$ cat src/rtl/mnist_pkg.sv
// Shared types and constants for the MNIST neuron multiply-accumulate engine.
// Operands and results are Q8.8 signed; the accumulator is wide enough for 800 full-scale products.
package mnist_pkg;

  localparam int ADDR_STRIDE = 4;
  localparam int ACC_W       = 48;
  localparam int Q_W         = 16;
  localparam int Q_FRAC      = 8;
  localparam int LEN_W       = 10;
  localparam int LEN_MAX_DEF = 800;

  typedef enum logic [2:0] {
    IDLE,
    BIAS,
    X,
    W,
    LAST,
    WR,
    DONE
  } state_t;

endpackage

$ cat src/rtl/mnist_sat_relu.sv
// Converts the wide accumulator to a Q8.8 result: arithmetic shift, saturation
// to the 16-bit signed range, then optional clamp of negatives to zero.
module mnist_sat_relu
  import mnist_pkg::*;
#(
  parameter int FRAC = Q_FRAC
) (
  input  logic signed [ACC_W-1:0] acc_i,
  input  logic                    relu_en_i,
  output logic signed [Q_W-1:0]   result_o
);

  localparam logic signed [ACC_W-1:0] QMAX = 48'sd32767;
  localparam logic signed [ACC_W-1:0] QMIN = -48'sd32768;

  logic signed [ACC_W-1:0] shifted;

  always_comb begin
    shifted  = acc_i >>> FRAC;
    result_o = shifted[Q_W-1:0];
    if (shifted > QMAX) begin
      result_o = 16'sh7FFF;
    end else if (shifted < QMIN) begin
      result_o = -16'sh8000;
    end
    if (relu_en_i && result_o[Q_W-1]) begin
      result_o = '0;
    end
  end

endmodule

$ cat src/rtl/mnist_neuron_mac.sv
// One-neuron dot product engine: reads bias, then alternating x[i]/w[i] words
// from a 1-cycle-latency BRAM, accumulates, and writes back the Q8.8 result.
module mnist_neuron_mac
  import mnist_pkg::*;
#(
  parameter int LEN_MAX = LEN_MAX_DEF,
  parameter int FRAC    = Q_FRAC
) (
  input  logic              clk,
  input  logic              rst,
  input  logic              start,
  input  logic [31:0]       in_base,
  input  logic [31:0]       w_base,
  input  logic [31:0]       bias_addr,
  input  logic [31:0]       out_addr,
  input  logic [LEN_W-1:0]  len,
  input  logic              relu_en,
  output logic              busy,
  output logic              done,
  output logic [Q_W-1:0]    result,
  output logic              R_req,
  output logic [31:0]       addr,
  input  logic [31:0]       R_data,
  output logic [3:0]        W_req,
  output logic [31:0]       W_data
);

  state_t                   state_q, state_d;
  logic [31:0]              in_base_q, in_base_d;
  logic [31:0]              w_base_q, w_base_d;
  logic [31:0]              bias_addr_q, bias_addr_d;
  logic [31:0]              out_addr_q, out_addr_d;
  logic [LEN_W-1:0]         len_q, len_d;
  logic                     relu_q, relu_d;
  logic signed [ACC_W-1:0]  acc_q, acc_d;
  logic signed [Q_W-1:0]    x_q, x_d;
  logic [LEN_W-1:0]         i_q, i_d;
  logic [Q_W-1:0]           result_q, result_d;

  logic                     accept;
  logic signed [Q_W-1:0]    rd_word;
  logic signed [2*Q_W-1:0]  prod;
  logic signed [Q_W-1:0]    sat_res;
  logic                     unused_rdata;

  assign unused_rdata = ^R_data[31:Q_W];
  assign rd_word      = $signed(R_data[Q_W-1:0]);
  assign prod         = x_q * rd_word;
  assign accept       = (state_q == IDLE) && start && (len != '0)
                        && (32'(len) <= 32'(LEN_MAX));

  mnist_sat_relu #(.FRAC(FRAC)) u_sat_relu (
    .acc_i     (acc_q),
    .relu_en_i (relu_q),
    .result_o  (sat_res)
  );

  always_comb begin
    state_d     = state_q;
    in_base_d   = in_base_q;
    w_base_d    = w_base_q;
    bias_addr_d = bias_addr_q;
    out_addr_d  = out_addr_q;
    len_d       = len_q;
    relu_d      = relu_q;
    acc_d       = acc_q;
    x_d         = x_q;
    i_d         = i_q;
    result_d    = result_q;
    busy        = (state_q != IDLE) && (state_q != DONE);
    done        = (state_q == DONE);
    R_req       = 1'b0;
    W_req       = 4'b0000;
    addr        = '0;
    W_data      = '0;

    unique case (state_q)
      IDLE: begin
        if (accept) begin
          in_base_d   = in_base;
          w_base_d    = w_base;
          bias_addr_d = bias_addr;
          out_addr_d  = out_addr;
          len_d       = len;
          relu_d      = relu_en;
          state_d     = BIAS;
        end
      end
      BIAS: begin
        R_req   = 1'b1;
        addr    = bias_addr_q;
        i_d     = '0;
        state_d = X;
      end
      X: begin
        R_req = 1'b1;
        addr  = in_base_q + 32'(i_q) * 32'(ADDR_STRIDE);
        // On i==0 the word arriving now is the bias; afterwards it is w[i-1].
        if (i_q == '0) begin
          acc_d = ACC_W'(rd_word) <<< FRAC;
        end else begin
          acc_d = acc_q + ACC_W'(prod);
        end
        state_d = W;
      end
      W: begin
        R_req = 1'b1;
        addr  = w_base_q + 32'(i_q) * 32'(ADDR_STRIDE);
        x_d   = rd_word;
        if (i_q == len_q - 1'b1) begin
          state_d = LAST;
        end else begin
          i_d     = i_q + 1'b1;
          state_d = X;
        end
      end
      LAST: begin
        acc_d   = acc_q + ACC_W'(prod);
        state_d = WR;
      end
      WR: begin
        R_req    = 1'b1;
        W_req    = 4'b1111;
        addr     = out_addr_q;
        W_data   = 32'(sat_res);
        result_d = sat_res;
        state_d  = DONE;
      end
      DONE: begin
        state_d = IDLE;
      end
      default: state_d = IDLE;
    endcase
  end

  always_ff @(posedge clk) begin
    if (rst) begin
      state_q     <= IDLE;
      in_base_q   <= '0;
      w_base_q    <= '0;
      bias_addr_q <= '0;
      out_addr_q  <= '0;
      len_q       <= '0;
      relu_q      <= 1'b0;
      acc_q       <= '0;
      x_q         <= '0;
      i_q         <= '0;
      result_q    <= '0;
    end else begin
      state_q     <= state_d;
      in_base_q   <= in_base_d;
      w_base_q    <= w_base_d;
      bias_addr_q <= bias_addr_d;
      out_addr_q  <= out_addr_d;
      len_q       <= len_d;
      relu_q      <= relu_d;
      acc_q       <= acc_d;
      x_q         <= x_d;
      i_q         <= i_d;
      result_q    <= result_d;
    end
  end

  assign result = result_q;

endmodule

$ cat config.mk
export PLATFORM = sky130hd
export DESIGN_NAME = mnist_neuron_mac
export DESIGN_NICKNAME = d
export VERILOG_FILES = /design/src/rtl/mnist_pkg.sv /design/src/rtl/mnist_sat_relu.sv /design/src/rtl/mnist_neuron_mac.sv
export SDC_FILE = /design/constraint.sdc
export NUM_CORES = 2
export LEC_CHECK = 0
export CAP_MARGIN = 40
export CORE_MARGIN = 2
export CORE_UTILIZATION = 55
export CTS_BUF_LIST = sky130_fd_sc_hd__clkbuf_2 sky130_fd_sc_hd__clkbuf_4 sky130_fd_sc_hd__clkbuf_8
export DETAILED_ROUTE_END_ITERATION = 8
export PLACE_DENSITY_LB_ADDON = 0.05
export SLEW_MARGIN = 40
export SYNTH_ARGS = -nofsm -noshare
export SYNTH_HDL_FRONTEND = slang
export SYNTH_SLANG_ARGS = --single-unit
$ cat constraint.sdc
create_clock -name clk -period 10.1 [get_ports clk]
set_clock_uncertainty 0.2 [all_clocks]
set_input_delay 2.02 -clock clk [delete_from_list [all_inputs] [get_ports clk]]
set_output_delay 2.02 -clock clk [all_outputs]
set_load 0.03 [all_outputs]
# Word-level counts from Yosys, hierarchy flattened
# Cells that the tools add are included.
[totals]
out_inout_bits = 87
register_bits = 232
in_bits = 174
[op_classes]
reduce_logical = 14
n_lt_le_gt_ge = 3
n_addsub = 5
muxes = 14
mul = 1
eq_ne = 10
[ops]
columns = ["operator", "count"]
rows = [
  ["32-bit one-hot mux with 4 select lines", 1],
  ["48-bit one-hot mux with 2 select lines", 1],
  ["32-bit by 12-bit adder with 32-bit output", 2],
  ["48-bit by 32-bit adder with 48-bit output", 1],
  ["16-bit two-way mux", 3],
  ["48-bit two-way mux", 1],
  ["40-bit by 16-bit greater-than comparator with 1-bit output, second input constant", 1],
  ["40-bit by 16-bit less-than comparator with 1-bit output, second input constant", 1],
  ["16-bit by 16-bit multiplier with 32-bit output", 1],
  ["32-bit two-way mux", 1],
  ["10-bit one-hot mux with 2 select lines", 1],
  ["3-bit one-hot mux with 6 select lines", 1],
  ["10-bit by 1-bit adder with 10-bit output, second input constant", 1],
  ["10-bit == test", 1],
  ["10-bit <= comparator, second input constant", 1],
  ["10-bit logical NOT", 1],
  ["10-bit two-way mux", 1],
  ["10-bit nonzero test", 1],
  ["10-bit by 1-bit subtractor with 10-bit output, second input constant", 1],
  ["3-bit == test, second input constant", 3],
  ["3-bit by 2-bit == test with 1-bit output, second input constant", 2],
  ["3-bit two-way mux", 2],
  ["1-bit logical AND", 5],
  ["4-bit two-way mux", 1],
  ["9 further kinds", 12],
]

# Longest topological paths before layout
[logic_depth]
ltp_word = 6
mapped_depth = 25
ltp_nobuf = 24

# Cells and area by module
# Synthesis repeated with hierarchy kept, for this count alone.
[hier_totals]
cells_unflattened = 3086
hier_area_um2 = 25179.1
[by_module_without_submodules]
columns = ["module", "area_per_inst_um2", "instances", "seq_area_each_um2", "cells_each"]
rows = [
  ["mnist_neuron_mac", 24666.2, 1, 4644.5, 2999],
  ["mnist_sat_relu", 513.0, 1, 0.0, 87],
]

# Worst setup path after synthesis
# No wires, ideal clock.
[synth_timing]
path_kind = "input to register"
startpoint = "in R_data[1]"
endpoint = "reg acc_q[47]"
path_stages = 24
arrival_time_ns = 8.772
n_path_buf = 2
setup_time_ns = 0.096
slack_ns = 1.032
cell_sequence = "clkbuf_1 -> nand2_1 -> inv_1 -> fa_1 -> inv_1 -> fa_1 -> fa_1 -> fa_1 -> inv_1 -> fa_1 -> inv_1 -> fa_1 -> inv_1 -> ha_1 -> clkbuf_1 -> a21o_1 -> a21oi_1 -> nor2b_1 -> o211ai_1 -> a311oi_1 -> o21bai_1 -> o41ai_4 -> xnor2_1 -> o41ai_2"
[synth_via]
elab_chain_len = 4
[synth_rtl]
columns = ["element", "line", "text"]
rows = [
  ["from (decl)", "mnist_neuron_mac.sv:23", "input logic [31:0] R_data,"],
  ["16-bit by 16-bit multiplier with 32-bit output (*)", "mnist_neuron_mac.sv:48", "assign prod = x_q * rd_word;"],
  ["48-bit by 32-bit adder with 48-bit output (*)", "mnist_neuron_mac.sv:102, mnist_neuron_mac.sv:118", ""],
  ["48-bit two-way mux", "mnist_neuron_mac.sv:99", "if (i_q == '0) begin"],
  ["48-bit one-hot mux with 2 select lines (*)", "mnist_neuron_mac.sv:77", "unique case (state_q)"],
  ["to (signal assigned)", "mnist_neuron_mac.sv:145", "acc_q <= '0;"],
  ["to (signal assigned)", "mnist_neuron_mac.sv:157", "acc_q <= acc_d;"],
  ["to (decl)", "mnist_neuron_mac.sv:35", "logic signed [ACC_W-1:0] acc_q, acc_d;"],
]
# Every way passes the cells marked *; elsewhere a longest branch is shown, timed or not.
# A chain may end at the register's enable or synchronous reset.

# Worst setup path in the final report
[layout_timing]
startpoint = "in R_data[9]"
endpoint = "reg acc_q[43]"
# The elaborated chain is that of the path after synthesis.

==> results.txt <==
----------------------------------------------------
[Routing]
  Iteration-0 DRC Markers ... 1519
  Via count ... 21000
  Aggregate routed wire length ... 73.1 mm
  Average wire per standard cell ... 19.3 um
  Antenna Nets Post-Route ... 0
  Number of detailed-route iterations in the first pass ... 5
  Drt drc ... 0
  Post-detailed-route via-to-cell ratio ... 5.55

[Clock network]
  CTS tree ... built
  Clock latency on the worst-skew pair ... 0.63 ns
  Number of gates resized after CTS ... 0
  Library cell used as clock root buffer ... sky130_fd_sc_hd__clkbuf_8
  Maximum clock path buffer count ... 3
  Clock slew seen by the registers of the worst setup and hold paths ... 0.06 ns
  H-tree depth reported by CTS ... 2
  Hold-fix buffer count after cts ... 0
  Clock sink count ... 232
  Number of buffers inserted during clock tree synthesis ... 44
  Number of buffers inserted by post-CTS setup repair ... 0

[Timing]
  Setup TNS ... 0 ns
  Fin. Hold Viols ... 0
  Number of setup violations in the final report ... 0
  Post-Route Hold Slack ... 0.253 ns
  Number of pins with negative max-slew slack in the final report ... 0
  RSZ-0062 raised after global routing ... no
  Final Critical Period ... 9.22 ns
  Share of the clock period used by the worst path after layout ... 91.3%
  Worst slew margin ... 41.3%
  Maximum frequency from static timing analysis ... 0.108 GHz
  Slew at the pin closest to its max-slew limit ... 0.879 ns

[Critical path]
  Critical path launch point ... R_data[9]
  Type of destination of the critical path ... flip-flop
  Beginning of the worst register-to-register path ... x_q[15]$_SDFFE_PP0P_
  Required @ worst endpoint ... 10.44 ns
  Kind of launch point of the worst setup path ... input pin
  Largest fanout of any net on the critical path ... 12
  Arrival time at the worst endpoint ... 9.57 ns
  Worst Path Class, Setup ... in2reg

[GRT]
  Largest net degree at the start of global routing ... 87
  Wire length of the first global-routing pass ... 119 mm
  Leftover overflow at the end of global routing ... 0
  Initial antenna violation count ... 8
  GRT Resource Usage Total ... 32.2%
  Via count of the first global-routing pass ... 22100

[Synthesis]
  Post-synth cell types ... 79
  Mean cell area of the mapped netlist ... 8.31 um2
  Post-synthesis net count ... 3670
  Asr flop ratio synth ... 0%
  Top cell type's share of synthesized area ... 29.3%
  Cell count after synthesis ... 2989
  Cell type contributing the most total cell area after synthesis ... sky130_fd_sc_hd__fa_1
  Leading register cell type out of synthesis ... sky130_fd_sc_hd__dfxtp_1
  Synth Warn # ... 0
  Summed instance area of the synthesized netlist ... 0.0248 mm2
  Number of enable-type register cells in the synthesized netlist ... 0
  Synthesis-stage register bit count ... 232
  Dominant cells by area after synthesis ... sky130_fd_sc_hd__fa_1 29%, sky130_fd_sc_hd__dfxtp_1 19%, sky130_fd_sc_hd__nand2_1 8.7%
  Leading cell types by count after synthesis ... 574 x sky130_fd_sc_hd__nand2_1, 463 x sky130_fd_sc_hd__inv_1, 363 x sky130_fd_sc_hd__fa_1
  Proportion of synthesized chip area in sequential cells ... 18.7%
  Most frequent cell after synthesis ... sky130_fd_sc_hd__nand2_1

[Worst hold path]
  Worst Min Path Start ... w_base_q[1]$_SDFFE_PP0P_
  Type of the tightest min-delay check ... reg2reg

[Power]
  Lkg Pwr ... 0.0133 uW
  VDD IR-drop max ... 0.0000869 V
  Total power draw ... 3430 uW
  Power density relative to cell area ... 119 mW/mm2

[Cells and area]
  Number of nets at the end of the flow ... 3843
  Fin area ... 0.0288 mm2
  Area added between synthesis and finish ... 16.0%
  Non-Filler Instances ... 3789
  Share of post-route cells with drive strength above 1 ... 5.42%

[Placed design]
  Post-place instance area ... 0.0278 mm2
  Placed wire-length estimate ... 56.6 mm
  Number of instances in the placed design ... 3707
  Count of buffers inserted at the top-level ports ... 244
  RD Place Congestion ... 0.897

[Die]
  Die X-Extent ... 216 um
  Standard cell core area ... 0.0444 mm2
  I/O pin count ... 261
  Overall die area ... 0.0469 mm2
  Number of core rows ... 77
  DIE HEIGHT ... 216 um
  Starting density of the core ... 55.9%

[Job]
  Number of maximum-capacitance constraint violations ... 0

[Run status]
  Status ... finished clean

----------------------------------------------------
## registers in the layout, indices dropped and copies added (netlist names)
| register | cells |
|---|---|
| bias_addr_q | 32 |
| acc_q | 48 |
| w_base_q | 32 |
| in_base_q | 32 |
| len_q | 10 |
| result | 16 |
| state_q | 3 |
| x_q | 16 |
| relu_q | 1 |
| i_q | 10 |
| out_addr_q | 32 |
## cell usage in the layout (no fill, tap or decap), types with 13 or more instances in the layout
cell and n:
sky130_fd_sc_hd__nand2_1 574, sky130_fd_sc_hd__inv_1 463, sky130_fd_sc_hd__fa_1 362, sky130_fd_sc_hd__a21oi_1 275
sky130_fd_sc_hd__clkdlybuf4s50_1 243, sky130_fd_sc_hd__dfxtp_1 230, sky130_fd_sc_hd__ha_1 144, sky130_fd_sc_hd__and2_1 132
sky130_fd_sc_hd__nor2_1 115, sky130_fd_sc_hd__o21ai_0 64, sky130_fd_sc_hd__clkbuf_8 61, sky130_fd_sc_hd__xnor2_1 52
sky130_fd_sc_hd__buf_4 48, sky130_fd_sc_hd__xor2_1 39, sky130_fd_sc_hd__mux2i_1 37, sky130_fd_sc_hd__nand3_1 32
sky130_fd_sc_hd__a21o_1 21, sky130_fd_sc_hd__nand4_1 19, sky130_fd_sc_hd__nor3_1 17, sky130_fd_sc_hd__o22ai_1 16
sky130_fd_sc_hd__a311oi_1 15, sky130_fd_sc_hd__a22oi_1 14, sky130_fd_sc_hd__o21ai_1 14, sky130_fd_sc_hd__and3_1 13
## final timing paths
kind	slack [ns]	depth (start not counted)	to
worst max-delay path	0.88	24	acc_q[43]$_SDFFE_PP0P_
worst min-delay path	0.25	2	w_base_q[1]$_SDFFE_PP0P_
worst max register to register	2.23	23	acc_q[43]$_SDFFE_PP0P_
worst min register to register	0.25	2	w_base_q[1]$_SDFFE_PP0P_
## per-layer routing
layer	up-vias	global-route usage [%]	routed length, um
li1	9796	-	-
met1	10300	40.8	29500
met2	718	54.4	35700
met3	168	6.26	5070
met4	10	12.3	2730
met5	-	0	75
## metrics by stage
stage | utilization (%) | setup WS (ns)
final | 64.8 | 0.876
after global routing | 64.8 | 0.474
after CTS | 64.8 | 1.04
after detailed placement | 62.5 | 0.454
after global placement | 62.4 | 0.626
after floorplan | - | 1.03
## power by group
part	leakage, uW	total (uW)	internal (uW)	switching, uW
sequential	0.00189	1050	980	67.1
clock	0.000530	1070	618	449
combinational	0.0108	1310	509	805
total	0.0133	3430	2110	1320
## cells by family after synthesis
logic type / share of synthesized area (%)
mux: 1.67
flops: 18.7
buf+inv: 9.87
simple gates: 17.4
compound gates: 12.6
fa+ha+maj: 36.5
xor+xnor: 3.21
## worst max-delay path: stages
cell                              delay, ns
sky130_fd_sc_hd__clkdlybuf4s50_1       0.87
sky130_fd_sc_hd__and2_1                0.38
sky130_fd_sc_hd__fa_1                  0.59
sky130_fd_sc_hd__inv_1                 0.07
sky130_fd_sc_hd__fa_1                  0.72
sky130_fd_sc_hd__inv_1                 0.11
sky130_fd_sc_hd__fa_1                  0.53
sky130_fd_sc_hd__inv_1                 0.06
sky130_fd_sc_hd__fa_1                  0.52
sky130_fd_sc_hd__inv_1                 0.06
sky130_fd_sc_hd__fa_1                  0.53
sky130_fd_sc_hd__inv_1                 0.06
sky130_fd_sc_hd__fa_1                  0.56
sky130_fd_sc_hd__inv_1                 0.05
sky130_fd_sc_hd__ha_1                  0.39
sky130_fd_sc_hd__nand2_1               0.13
sky130_fd_sc_hd__nor3_1                0.21
sky130_fd_sc_hd__a221o_1               0.21
sky130_fd_sc_hd__a41o_1                0.25
sky130_fd_sc_hd__o31ai_4               0.12
sky130_fd_sc_hd__o41ai_1               0.51
sky130_fd_sc_hd__o22ai_1               0.21
sky130_fd_sc_hd__nor4_1                0.24
sky130_fd_sc_hd__a211o_1               0.14
## layout make-up
class	instances	area [um2]
antenna	3	7.51
multi-input combinational	2124	17800
inverter	464	1740
fill	3824	15600
timing repair buffer	296	2850
clock inverter	9	108
clock buffer	69	900
sequential	232	4650
tap	592	741
Note: power is estimated with default switching activity, not from simulation.
==> RTL change 1 (same flow settings) <==
`bias_addr_q` no longer has a reset.
--- a/src/rtl/mnist_neuron_mac.sv
+++ b/src/rtl/mnist_neuron_mac.sv
@@ -138,7 +138,6 @@
       state_q     <= IDLE;
       in_base_q   <= '0;
       w_base_q    <= '0;
-      bias_addr_q <= '0;
       out_addr_q  <= '0;
       len_q       <= '0;
       relu_q      <= 1'b0;
@@ -150,7 +149,6 @@
       state_q     <= state_d;
       in_base_q   <= in_base_d;
       w_base_q    <= w_base_d;
-      bias_addr_q <= bias_addr_d;
       out_addr_q  <= out_addr_d;
       len_q       <= len_d;
       relu_q      <= relu_d;
@@ -161,6 +159,10 @@
     end
   end
 
+  always_ff @(posedge clk) begin
+    bias_addr_q <= bias_addr_d;
+  end
+
   assign result = result_q;
 
 endmodule
Behaviour: no difference found for any inputs over 4 cycles, from zero or initial values and one cycle with rst high; that may be too few to reach the edited logic, so the function may still have changed.
==> RTL change 1 against the original RTL <==
Hold slack worse by 0.00080 ns. Non-clock buffer count up 5. Design area down 0.36%. Setup slack better by 0.18 ns. Die area down 0.41%. Critical path depth up 2. First-iteration DRC count up 0.79%. Sequential cell count unchanged. Routed wire length down 2.7%. Synthesized area down 0.41%. Power up 0.64%. Critical path type unchanged.
==> RTL change 1: results (changes against the original RTL) <==
* Complex-gate fraction of the synthesized area at 11.4% (was 12.6%)
* Routed len/inst at 19.2 um (was 19.3 um)
* DP HPWL at 55500 um (was 56600 um)
* Mapped Nets at 3567 (was 3670)
* Critical Path AT at 9.30 ns (was 9.57 ns)
* Total number of vias at 20500 (was 21000)
* Post-Synth XOR/XNOR Area at 3.15% (was 3.21%)
* Most instantiated cells after synthesis: 501 x nand2_1, 467 x inv_1, 363 x fa_1 (was 574 x nand2_1, 463 x inv_1, 363 x fa_1)
* Initial antenna violation count at 4 (was 8)
* Yosys cell types at 73 (was 79)
* Hold path start: out_addr_q[19] (was w_base_q[1])
* Leakage at 13.2 nW (was 13.3 nW)
* Delay-heaviest family, CP: adder cells (unchanged)
* Mux share of post-synthesis cell area at 2.36% (was 1.67%)
* Initial drt markers at 1531 (was 1519)
* Status: completed (unchanged)
* Sequential fraction of the synthesis area at 20.1% (was 18.7%)
* Hold depth at 2 (unchanged)
* Top post-synthesis cells by area: fa_1 29%, dfxtp_1 16%, nand2_1 7.6% (was fa_1 29%, dfxtp_1 19%, nand2_1 8.7%)
* Resize count post-CTS at 0 (unchanged)
* CTS Buf Count at 44 (unchanged)
* Largest register by flop count: acc_q (unchanged)
* Setup Buffers After CTS at 0 (unchanged)
* Post-synthesis adder-cell area fraction at 36.7% (was 36.5%)
* Largest register FFs at 48 (unchanged)
* Flop-to-flop setup slack at 2.27 ns (was 2.23 ns)
* Share of cells above drive strength 1 at 5.41% (was 5.42%)
* Gpl congestion at 0.917 (was 0.897)
* 1st-pass router iterations at 7 (was 5)
* Crit-path slowest cell: fa_1 (was clkdlybuf4s50_1)
* Clock-pin slew on the worst setup and hold paths at 0.06 ns (about the same)
* Number of synthesized flops with an enable pin at 32 (was 0)
* Layout Nets at 3752 (was 3843)
* CTS H-tree depth at 2 (unchanged)
* First-pass GRT wire length at 115000 um (was 119000 um)
* CP Max Fanout at 18 (was 12)
* Critical R2R Capture: acc_q[45] (was acc_q[43])
* Hold Buf Count CTS at 0 (unchanged)
* Gr usage total at 31.4% (was 32.2%)
* Largest net degree at the start of global routing at 109 (was 87)
* Peak per-stage delay on the critical path at 0.57 ns (was 0.87 ns)
* Min-Delay Endpoint: out_addr_q[19] (was w_base_q[1])
* Peak supply drop at 0.0931 mV (was 0.0869 mV)
* Fin cells at 3702 (was 3789)
* Mean Syn Cell Area at 8.57 sq um (was 8.31 sq um)
* DP Area at 0.0277 sq mm (was 0.0278 sq mm)
* Rel. slew slack at 40.1% (was 41.3%)
* R2R depth at 24 (was 23)
==> RTL change 1: how the worst max path moves through the flow <==
stage	start	endpoint	slack, ns
6_report	R_data[1]	acc_q[45]	1.05
3_5_place_dp	R_data[9]	acc_q[45]	0.50
3_3_place_gp	R_data[9]	acc_q[47]	0.51
5_1_grt	R_data[9]	acc_q[47]	0.61
2_1_floorplan	R_data[1]	acc_q[45]	1.22
4_1_cts	R_data[9]	acc_q[45]	1.07
==> RTL change 1: power breakdown <==
part	switching, mW	total (mW)	leakage, nW	internal [mW]
combinational	0.819	1.35	10.7	0.527
clock	0.451	1.04	0.526	0.589
sequential	0.0627	1.06	1.93	1.00
total	1.33	3.45	13.2	2.12
==> RTL change 1: metrics by stage <==
step | hold WS (ns) | worst slack [ns]
2_1_floorplan | 0.233 | 1.22
3_3_place_gp | 0.240 | 0.510
3_5_place_dp | 0.244 | 0.498
4_1_cts | 0.254 | 1.07
5_1_grt | 0.276 | 0.605
6_report | 0.252 | 1.05
==> RTL change 1: metal layers <==
metal / routed length [um] / share of wire (%) / track usage [%]
met1: 30200 / 42 / 42.5
met2: 34600 / 49 / 52.0
met3: 4650 / 6.5 / 5.12
met4: 1700 / 2.4 / 9.47
met5: 0 / 0 / 0
==> RTL change 1: area by class of cell <==
type	instances	area, sq um
multi-input combinational	2022	17300
fill	3842	15600
inverter	470	1770
tap	592	741
clock inverter	13	136
sequential	232	4970
antenna	5	12.5
clock buffer	67	841
timing repair buffer	301	2890
==> RTL change 1: kinds of logic (layout without fill, tap and decap cells) <==
logic type | Yosys count | in the layout
AND/OR/NAND/NOR | 889 | 889
buffers and inverters | 632 | 851
adder cells (fa/ha/maj) | 507 | 507
AO/OA/AOI/OAI | 479 | 479
flip-flops | 232 | 232
XOR/XNOR | 89 | 89
multiplexers | 58 | 58
other | 0 | 5
==> RTL change 2 (same settings) <==
Without the edit above. `LEN_W`: 10 -> 12.
--- a/src/rtl/mnist_pkg.sv
+++ b/src/rtl/mnist_pkg.sv
@@ -6,7 +6,7 @@
   localparam int ACC_W       = 48;
   localparam int Q_W         = 16;
   localparam int Q_FRAC      = 8;
-  localparam int LEN_W       = 10;
+  localparam int LEN_W       = 12;
   localparam int LEN_MAX_DEF = 800;
 
   typedef enum logic [2:0] {
Interface: changed (resized len); port bits go from 261 to 263. The function was not compared with the original's and may differ.
==> RTL change 2 against the original RTL <==
Synthesized cell count up 2.3%. Sequential cell count up 4. Setup slack better by 0.013 ns. Design area up 1.6%. Routed wire length down 0.31%. Clock power down 4%. Power down 21%. Synthesized area up 1.9%. Highest routed layer unchanged.
==> RTL change 2: results (changes against the original RTL) <==
* DP Area at 0.0283 sq mm (was 0.0278 sq mm)
* Peak supply drop at 0.0884 mV (was 0.0869 mV)
* CP Max Fanout at 11 (was 12)
* Post-Synth XOR/XNOR Area at 3.08% (was 3.21%)
* Vias in the first global route at 22400 (was 22100)
* Gpl congestion at 0.911 (was 0.897)
* Dpl ws at 0.356 ns (was 0.454 ns)
* Flop-to-flop setup slack at 2.00 ns (was 2.23 ns)
* Fraction of area in registers at 16.2% (was 16.1%)
* Mux share of post-synthesis cell area at 1.69% (was 1.67%)
* Critical R2R Capture: acc_q[44] (was acc_q[43])
* Clk tree area frac at 3.24% (was 3.50%)
* Final Cycle Share at 91.2% (was 91.3%)
* Synth area leader: fa_1 (unchanged)
* Complex-gate fraction of the synthesized area at 12.3% (was 12.6%)
* Gr usage total at 31.6% (was 32.2%)
* Non-clock buffering overhead at 10.0% (was 9.91%)
* Worst slew pin tran at 0.926 ns (was 0.879 ns)
* Crit-path slowest cell: clkdlybuf4s50_1 (unchanged)
* R2R depth at 22 (was 23)
* Critical Path AT at 9.46 ns (was 9.57 ns)
* Critical Path Source: R_data[10] (was R_data[9])
* Routed len/inst at 18.8 um (was 19.3 um)
* Mapped Nets at 3744 (was 3670)
* Mean Syn Cell Area at 8.27 sq um (was 8.31 sq um)
* IO buf count at 246 (was 244)
* Number of synthesized register bits at 236 (was 232)
* Core footprint at 0.0454 sq mm (was 0.0444 sq mm)
* Vias per cell at 5.59 (was 5.55)
* Multi-input combinational area share at 62.0% (was 61.8%)
* Most instantiated cells after synthesis: 596 x nand2_1, 464 x inv_1, 363 x fa_1 (was 574 x nand2_1, 463 x inv_1, 363 x fa_1)
* DP HPWL at 56400 um (was 56600 um)
* Leakage at 13.4 nW (was 13.3 nW)
* # fillers at 3999 (was 3824)
* Share of cells above drive strength 1 at 5.39% (was 5.42%)
* Layout Nets at 3923 (was 3843)
* First-pass GRT wire length at 120000 um (was 119000 um)
* Peak per-stage delay on the critical path at 0.85 ns (was 0.87 ns)
* Top post-synthesis cells by area: fa_1 29%, dfxtp_1 19%, nand2_1 8.8% (was fa_1 29%, dfxtp_1 19%, nand2_1 8.7%)
* Largest net degree at the start of global routing at 104 (was 87)
* Initial antenna violation count at 9 (was 8)
* Sequential fraction of the synthesis area at 18.7% (about the same)
* Initial drt markers at 1619 (was 1519)
* Final instance area at 0.0293 sq mm (was 0.0288 sq mm)
* Routed wire length at 72800 um (was 73100 um)
* Yosys cell types at 80 (was 79)
* CTS Buf Count at 43 (was 44)
* Worst skew pair latency at 0.61 ns (was 0.63 ns)
* Comb_multi_in at 2188 (was 2124)
* Post-synthesis adder-cell area fraction at 35.9% (was 36.5%)
* Status: completed (unchanged)
* Min-Delay Endpoint: bias_addr_q[11] (was w_base_q[1])
* CLK BUF at 65 (was 69)
* Signal inverters at 465 (was 464)
* Hold path start: bias_addr_q[11] (was w_base_q[1])
* Hold WS at 0.252 ns (was 0.253 ns)
* Inst Count DP at 3793 (was 3707)
-- RTL change 2: changes by cell type after synthesis, sizes merged, moves of 10 or more --
| cell | change |
|---|---|
| a21o | +16 |
| nand2 | +23 |
| o21ai | -21 |
| nor3 | +16 |
| a211oi | +14 |
| nor2 | +10 |
| clkbuf | -11 |
| buf | +12 |
-- RTL change 2: per-layer routing --
metal,track usage [%],vias up,share of wire [%]
li1,-,10000,-
met1,41.6,10700,42
met2,52.3,732,47
met3,6.22,162,7.4
met4,10.2,14,3.5
met5,0,-,0.13
-- RTL change 2: power by group through the flow --
stage | combinational [mW] | sequential, mW | clock [mW]
6_report | 0.678 | 0.991 | 1.03
5_1_grt | 0.760 | 0.994 | 1.09
4_1_cts | 0.677 | 0.990 | 1.05
3_5_place_dp | 0.670 | 1.01 | 0
3_3_place_gp | 0.660 | 1.01 | 0
2_1_floorplan | 0.446 | 0.998 | 0
